===== src/rtl/conv_window_gen.sv =====
// conv_window_gen: streams raster pixels through two line buffers and emits
// every fully-interior 3x3 window, with valid/ready on both sides.
module conv_window_gen #(
    parameter int IMG_W = 16,
    parameter int IMG_H = 16
) (
    input  logic              clk_i,
    input  logic              rst_n,
    input  logic signed [7:0] pix_i,
    input  logic              pix_sof_i,
    input  logic              pix_valid_i,
    output logic              pix_ready_o,
    output logic signed [7:0] win_0_o,
    output logic signed [7:0] win_1_o,
    output logic signed [7:0] win_2_o,
    output logic signed [7:0] win_3_o,
    output logic signed [7:0] win_4_o,
    output logic signed [7:0] win_5_o,
    output logic signed [7:0] win_6_o,
    output logic signed [7:0] win_7_o,
    output logic signed [7:0] win_8_o,
    output logic              win_valid_o,
    input  logic              win_ready_i,
    output logic              frame_done_o
);
    localparam int CW = $clog2(IMG_W);
    localparam int RW = $clog2(IMG_H);

    logic [CW-1:0] col_q, col;
    logic [RW-1:0] row_q, row;
    logic signed [7:0] lb0 [IMG_W];
    logic signed [7:0] lb1 [IMG_W];
    logic signed [7:0] w [9];
    logic accept, qual, col_end, row_end;

    assign pix_ready_o = !win_valid_o || win_ready_i;
    assign accept      = pix_valid_i && pix_ready_o;
    // A start-of-frame pixel is always (0,0), whatever the counters say
    assign col         = pix_sof_i ? '0 : col_q;
    assign row         = pix_sof_i ? '0 : row_q;
    assign col_end     = col == CW'(IMG_W - 1);
    assign row_end     = row == RW'(IMG_H - 1);
    assign qual        = (row >= RW'(2)) && (col >= CW'(2));

    always_ff @(posedge clk_i or negedge rst_n) begin
        if (!rst_n) begin
            col_q        <= '0;
            row_q        <= '0;
            win_valid_o  <= 1'b0;
            frame_done_o <= 1'b0;
            for (int i = 0; i < 9; i++) w[i] <= '0;
        end else if (accept) begin
            col_q        <= col_end ? '0 : col + 1'b1;
            row_q        <= col_end ? (row_end ? '0 : row + 1'b1) : row;
            w[0]         <= w[1];
            w[1]         <= w[2];
            w[2]         <= lb1[col];
            w[3]         <= w[4];
            w[4]         <= w[5];
            w[5]         <= lb0[col];
            w[6]         <= w[7];
            w[7]         <= w[8];
            w[8]         <= pix_i;
            win_valid_o  <= qual;
            frame_done_o <= qual && col_end && row_end;
        end else if (win_ready_i) begin
            win_valid_o  <= 1'b0;
            frame_done_o <= 1'b0;
        end
    end

    // Line buffers carry no reset; the counters guarantee rows are rewritten before use
    always_ff @(posedge clk_i) begin
        if (accept) begin
            lb1[col] <= lb0[col];
            lb0[col] <= pix_i;
        end
    end

    assign win_0_o = w[0];
    assign win_1_o = w[1];
    assign win_2_o = w[2];
    assign win_3_o = w[3];
    assign win_4_o = w[4];
    assign win_5_o = w[5];
    assign win_6_o = w[6];
    assign win_7_o = w[7];
    assign win_8_o = w[8];
endmodule


===== config.mk =====
export PLATFORM = sky130hd
export DESIGN_NAME = conv_window_gen
export DESIGN_NICKNAME = d
export VERILOG_FILES = /design/src/rtl/conv_window_gen.sv
export SDC_FILE = /design/constraint.sdc
export NUM_CORES = 1
export LEC_CHECK = 0
export BUFFER_PORTS_ARGS = -buffer_cell sky130_fd_sc_hd__buf_2
export CAP_MARGIN = 20
export CORE_MARGIN = 1.5
export CORE_UTILIZATION = 54
export CTS_CLUSTER_DIAMETER = 50
export DETAILED_ROUTE_END_ITERATION = 12
export GPL_ROUTABILITY_DRIVEN = 0
export GPL_TIMING_DRIVEN = 0
export PLACE_DENSITY = 0.74
export SLEW_MARGIN = 20
export SYNTH_ARGS = -nofsm -noshare
export SYNTH_HDL_FRONTEND = slang
export SYNTH_SLANG_ARGS = --single-unit

===== constraint.sdc =====
create_clock -name clk_i -period 3.3 [get_ports clk_i]
set_input_delay 0 -clock clk_i [delete_from_list [all_inputs] [get_ports clk_i]]
set_output_delay 0 -clock clk_i [all_outputs]
set_load 0.01 [all_outputs]

* Word level (Yosys, flattened, before mapping)
Memories as Yosys holds them, arrays and structs flattened. A register that Yosys moved wholly into a read port is not among the register bits.
Index checks and enable logic that the tools add are counted.
W data, S select, Z words.
** Operators by class
- Add/subtract/negate cells :: 2
- Multiply operators :: 0
- Div/mod/pow operators :: 0
- Magnitude comparators :: 2
- Equality and inequality tests :: 2
- Shift operators :: 0
- Muxes and demuxes :: 10
- Bitwise gates (word level) :: 0
- Reductions and logical operators :: 8
** Operator list (number)
- $mux W4 :: 5
- $add A4 B1 Y4 const B :: 2
- $eq A4 B4 Y1 const B :: 2
- $ge A4 B2 Y1 const B :: 2
- $mux W1 :: 5
- $logic_and A1 B1 Y1 :: 4
- $logic_not A1 Y1 :: 2
- $reduce_bool A2 Y1 :: 1
- $logic_or A1 B1 Y1 :: 1
** Word-level totals
- Bits in registers :: 74
- Bits in latches :: 0
- Bits in writable memories :: 256
- ROM bits :: 0
- Input port bits :: 13
- Output and inout bits :: 75
- Word-level logic and storage cells :: 38
- Memories kept :: 2
** Memories
- lb0 :: words 16, width 8, rd ports 1, clocked after Yosys merged registers in 0, write ports 1, RTL line 31 : logic signed [7:0] lb0 [IMG_W];
- lb1 :: words 16, width 8, rd ports 1, clocked after Yosys merged registers in 1, write ports 1, RTL line 32 : logic signed [7:0] lb1 [IMG_W];

* Depth between registers and ports, before layout
- Word-level depth :: 6
- Depth in mapped cells :: 12
- Depth with buffers taken out :: 9

* Worst setup path after synthesis
Ideal clock, no wire load.
- Path kind :: reg-to-reg
- Start point :: register col_q[0]
- End point :: memory lb0[14][0] (enable)
- Library setup time :: 0.430 ns
- Arrival time :: 2.804 ns
- Slack :: 0.066 ns
- Stages on the path, launching flop included :: 6
- Path buffers :: 4
- Clock period less this slack :: 3.234 ns
- Cells stage by stage :: dfrtp_1 buf_2 buf_2 buf_2 buf_4 nor4_1
** On the way
- Cells in the longest elaborated chain, start to end :: 1
** RTL lines
- start, declared :: RTL line 29 : logic [CW-1:0] col_q, col;
- start signal, assigned :: RTL line 53 : col_q <= col_end ? '0 : col + 1'b1;
- $mux W4 :: RTL line 39 : assign col = pix_sof_i ? '0 : col_q;
- end, declared :: RTL line 31
Every way passes these cells.

* Worst setup path after layout
- Start point :: register col_q[1]
- End point :: memory lb1[0][5] (enable)
** On the way
- Cells in the longest elaborated chain, start to end :: 1
** RTL lines (RTL line)
- $mux W4 :: 39
- end, declared :: 32
Every way passes these cells.

==> flow_summary_export.csv <==
group,metric,value,unit
floorplanning,die_height,161,microns
floorplanning,core_area,0.0244,sq mm
floorplanning,initial_core_util,55.3,%
clocking,clock_path_buffers,3,
setup_path,crit_arrival,3.34,ns
drt,vias,9209,
timing,hold_viol,0,
placement,dp_hpwl,22.6,mm
setup_path,crit_type,"flop to flop",
power_and_ir_drop,seqPwrFrac,48.2,%
floorplanning,ios,88,
global_route,grt_use_total,27.6,%
layout,postLayoutCellArea,0.0159,sq mm
logic_synthesis,syn_area_per_cell,13.5,sq um
floorplanning,dieArea,0.0260,sq mm
drt,drt_pass1_iterations,7,
power_and_ir_drop,clockPowerShare,36.7,%
global_route,antenna_found_initial,0,
logic_synthesis,synth-seq-cells,338,
placement,dpl_cell_area,0.0146,sq mm
power_and_ir_drop,p_comb_share,15.0,%
power_and_ir_drop,power,10.7,mW
logic_synthesis,synth_area_leaders,"edfxtp_1 57%, dfrtp_1 15%, nand2_1 7.3%",
layout,utilization,65.4,%
logic_synthesis,synth_edf_count,256,
drt,wl_per_cell,23.4,microns
drt,vias_per_cell,6.09,
timing,fmax,312,MHz
global_route,grt_pass1_vias,8845,
layout,layout_commonest_cell,"nand2_1",
setup_path,crit_fanout,16,
logic_synthesis,synthFlopType,"edfxtp_1",
setup_path,crit_path_end_kind,"flop",
timing,tightest_slew,1.05,ns
layout,drive_gt1_share,20.3,%
floorplanning,die_w,161,microns
flow_run,cap_violations,0,
global_route,grt-ovfl-total,0,
power_and_ir_drop,pwr_density_cell,671,mW/mm^2
drt,routed_wl,35.3,mm
power_and_ir_drop,p_leak,6.21,nW
setup_path,start_kind,"flop",
timing,post-route-period-util,97.1,%
drt,drt-met1-wl,13.8,mm
timing,setup_violations,0,
power_and_ir_drop,p_int,7.86,mW
power_and_ir_drop,p_sw,2.84,mW
layout,seq_area,0.00974,sq mm
logic_synthesis,synth_cell_types,58,
layout,multi_input_area,0.00349,sq mm
outcome,status,"completed",
clocking,cts_buffers,36,
power_and_ir_drop,ir_drop,0.564,mV
global_route,grt_max_degree,58,
placement,placement.io_buffers,86,
floorplanning,rows,57,
timing,min_period,3.20,ns
logic_synthesis,seq_area_frac_synth,72.2,%
layout,diodes,0,
global_route,grt_pass1_wl,52.9,mm
drt,wl_met2,16.7,mm
drt,drtIter0Drc,1234,
layout,fill_cells,1750,
clocking,h-tree-depth,2,
drt,antenna_left,0,
clocking,root_buffer,"clkbuf_16",
logic_synthesis,ys_async_sr_fraction,24.3,%
logic_synthesis,yosys_warnings,0,
drt,route.detailed.drc,0,
logic_synthesis,synth_top_area_share,57.0,%
drt,top_layer_used,"met4",
logic_synthesis,synth_area_leader_cell,"edfxtp_1",
timing,skew,0.0222,ns
timing,fin_hold_ws,0.329,ns
timing,slew_viol_final,0,
power_and_ir_drop,switching_share,26.6,%
clocking,clkTransAtPathRegs,0.06,ns
timing,slew_headroom,29.8,%
logic_synthesis,syn-cell-area,0.0135,sq mm
setup_path,worstPathRequired,3.44,ns
logic_synthesis,synth_fp_nets,1014,
layout,nets,1179,
hold_path,hold_path.class,"primary input to flop",
clocking,clk-insertion-delay-late,0.53,ns
logic_synthesis,syn-instance-count,997,
layout,mostFrequentLayoutCells,"262 x nand2_1, 256 x edfxtp_1, 118 x buf_2",
layout,syn2layout_area_growth,18.1,%
drt,wl_met3,3.53,mm
clocking,cts_tree,"built",
clocking,clock_sinks,338,
==> critical path: stages, from the launching register on <==
cell      delay, ns
dfrtp_1        0.41
nand2b_1       0.16
clkbuf_1       0.45
buf_2          0.39
buf_2          0.33
ha_1           0.24
and3_1         0.84
==> state kept, by name, summed over array words and instances, names as in the netlist <==
register      count
col_q             4
frame_done_o      1
lb0             128
lb1             128
row_q             4
win_0_o           8
win_1_o           8
win_2_o           8
win_3_o           8
win_4_o           8
win_5_o           8
win_6_o           8
win_7_o           8
win_8_o           8
win_valid_o       1
==> final timing paths <==
check | cells past startpoint | end | from | slack (ns)
max in group asynchronous | 4 | win_8_o[2]$_DFFE_PN0P_ | rst_n | 2.46
min in group asynchronous | 4 | win_4_o[7]$_DFFE_PN0P_ | rst_n | 0.53
worst max-delay path | 6 | lb1[0][5]$_DFFE_PP_ | col_q[1]$_DFFE_PN0P_ | 0.1
worst max register to register | 6 | lb1[0][5]$_DFFE_PP_ | col_q[1]$_DFFE_PN0P_ | 0.1
worst min register to register | 2 | win_6_o[1]$_DFFE_PN0P_ | win_6_o[1]$_DFFE_PN0P_ | 0.47
worst min-delay path | 4 | win_2_o[5]$_DFFE_PN0P_ | pix_sof_i | 0.33
==> stage by stage <==
stage	TNS [ns]	instances	worst slack (ns)
after CTS	0	1509	0.0553
after global routing	-0.107	1513	-0.0211
after detailed placement	0	1430	0.0789
final	0	1513	0.0957
after floorplan	0	997	0.0659
after global placement	-211.07	1407	-2.23
==> timing repair <==
action                                  4_1_cts  5_1_grt
hold buffers                                 14        0
resized for setup                             0        7
buffers inserted                              0        4
endpoints found under the hold margin       220        0
endpoints found under the setup margin        0       96
==> kinds of logic (layout without fill, tap and decap cells) <==
family,count (synthesis),after routing,synth area share (%)
compound gates,140,140,7.17
fa+ha+maj,4,4,0.371
buf+inv,74,266,2.54
flops,338,338,72.2
mux,56,56,5.39
simple gates,385,385,12.4
==> power by group through the flow <==
stage / logic (mW) / registers [mW] / clock network (mW)
after global placement: 1.48 / 5.24 / 0
after global routing: 1.72 / 5.19 / 4.09
after detailed placement: 1.54 / 5.24 / 0
final: 1.61 / 5.16 / 3.93
after CTS: 1.57 / 5.16 / 3.95
after floorplan: 0.795 / 5.31 / 0
==> area by class of cell <==
type	count	share of cell area [%]
plain buffers	67	1.97
clock buffers	50	6.38
clock inverters	15	0.871
inverters	7	0.181
multi-input cells	585	21.9
flip-flops and latches	338	61.1
well taps	324	2.54
repair buffers	127	5.10
==> synth_stat cells, drive strengths merged (3+ instances only) <==
master  instances
a211oi         14
a21oi          38
a22oi           8
a311o          13
a311oi         11
a31oi           7
a32oi           8
and3            7
buf            33
clkbuf         34
dfrtp          82
edfxtp        256
ha              4
inv             6
mux2           11
mux2i          33
mux4           12
nand2         262
nand2b          4
nand3          17
nor2           30
nor2b          30
nor3           11
nor4            9
o21ai          24
or3             3
==> routing by layer <==
| layer | vias to the layer above | global-route usage, % |
|---|---|---|
| li1 | 3979 | - |
| met1 | 4523 | 38.3 |
| met2 | 596 | 44.3 |
| met3 | 111 | 4.52 |
| met4 | 0 | 10.4 |
| met5 | - | 0 |
(Power assumes the default switching activity.)
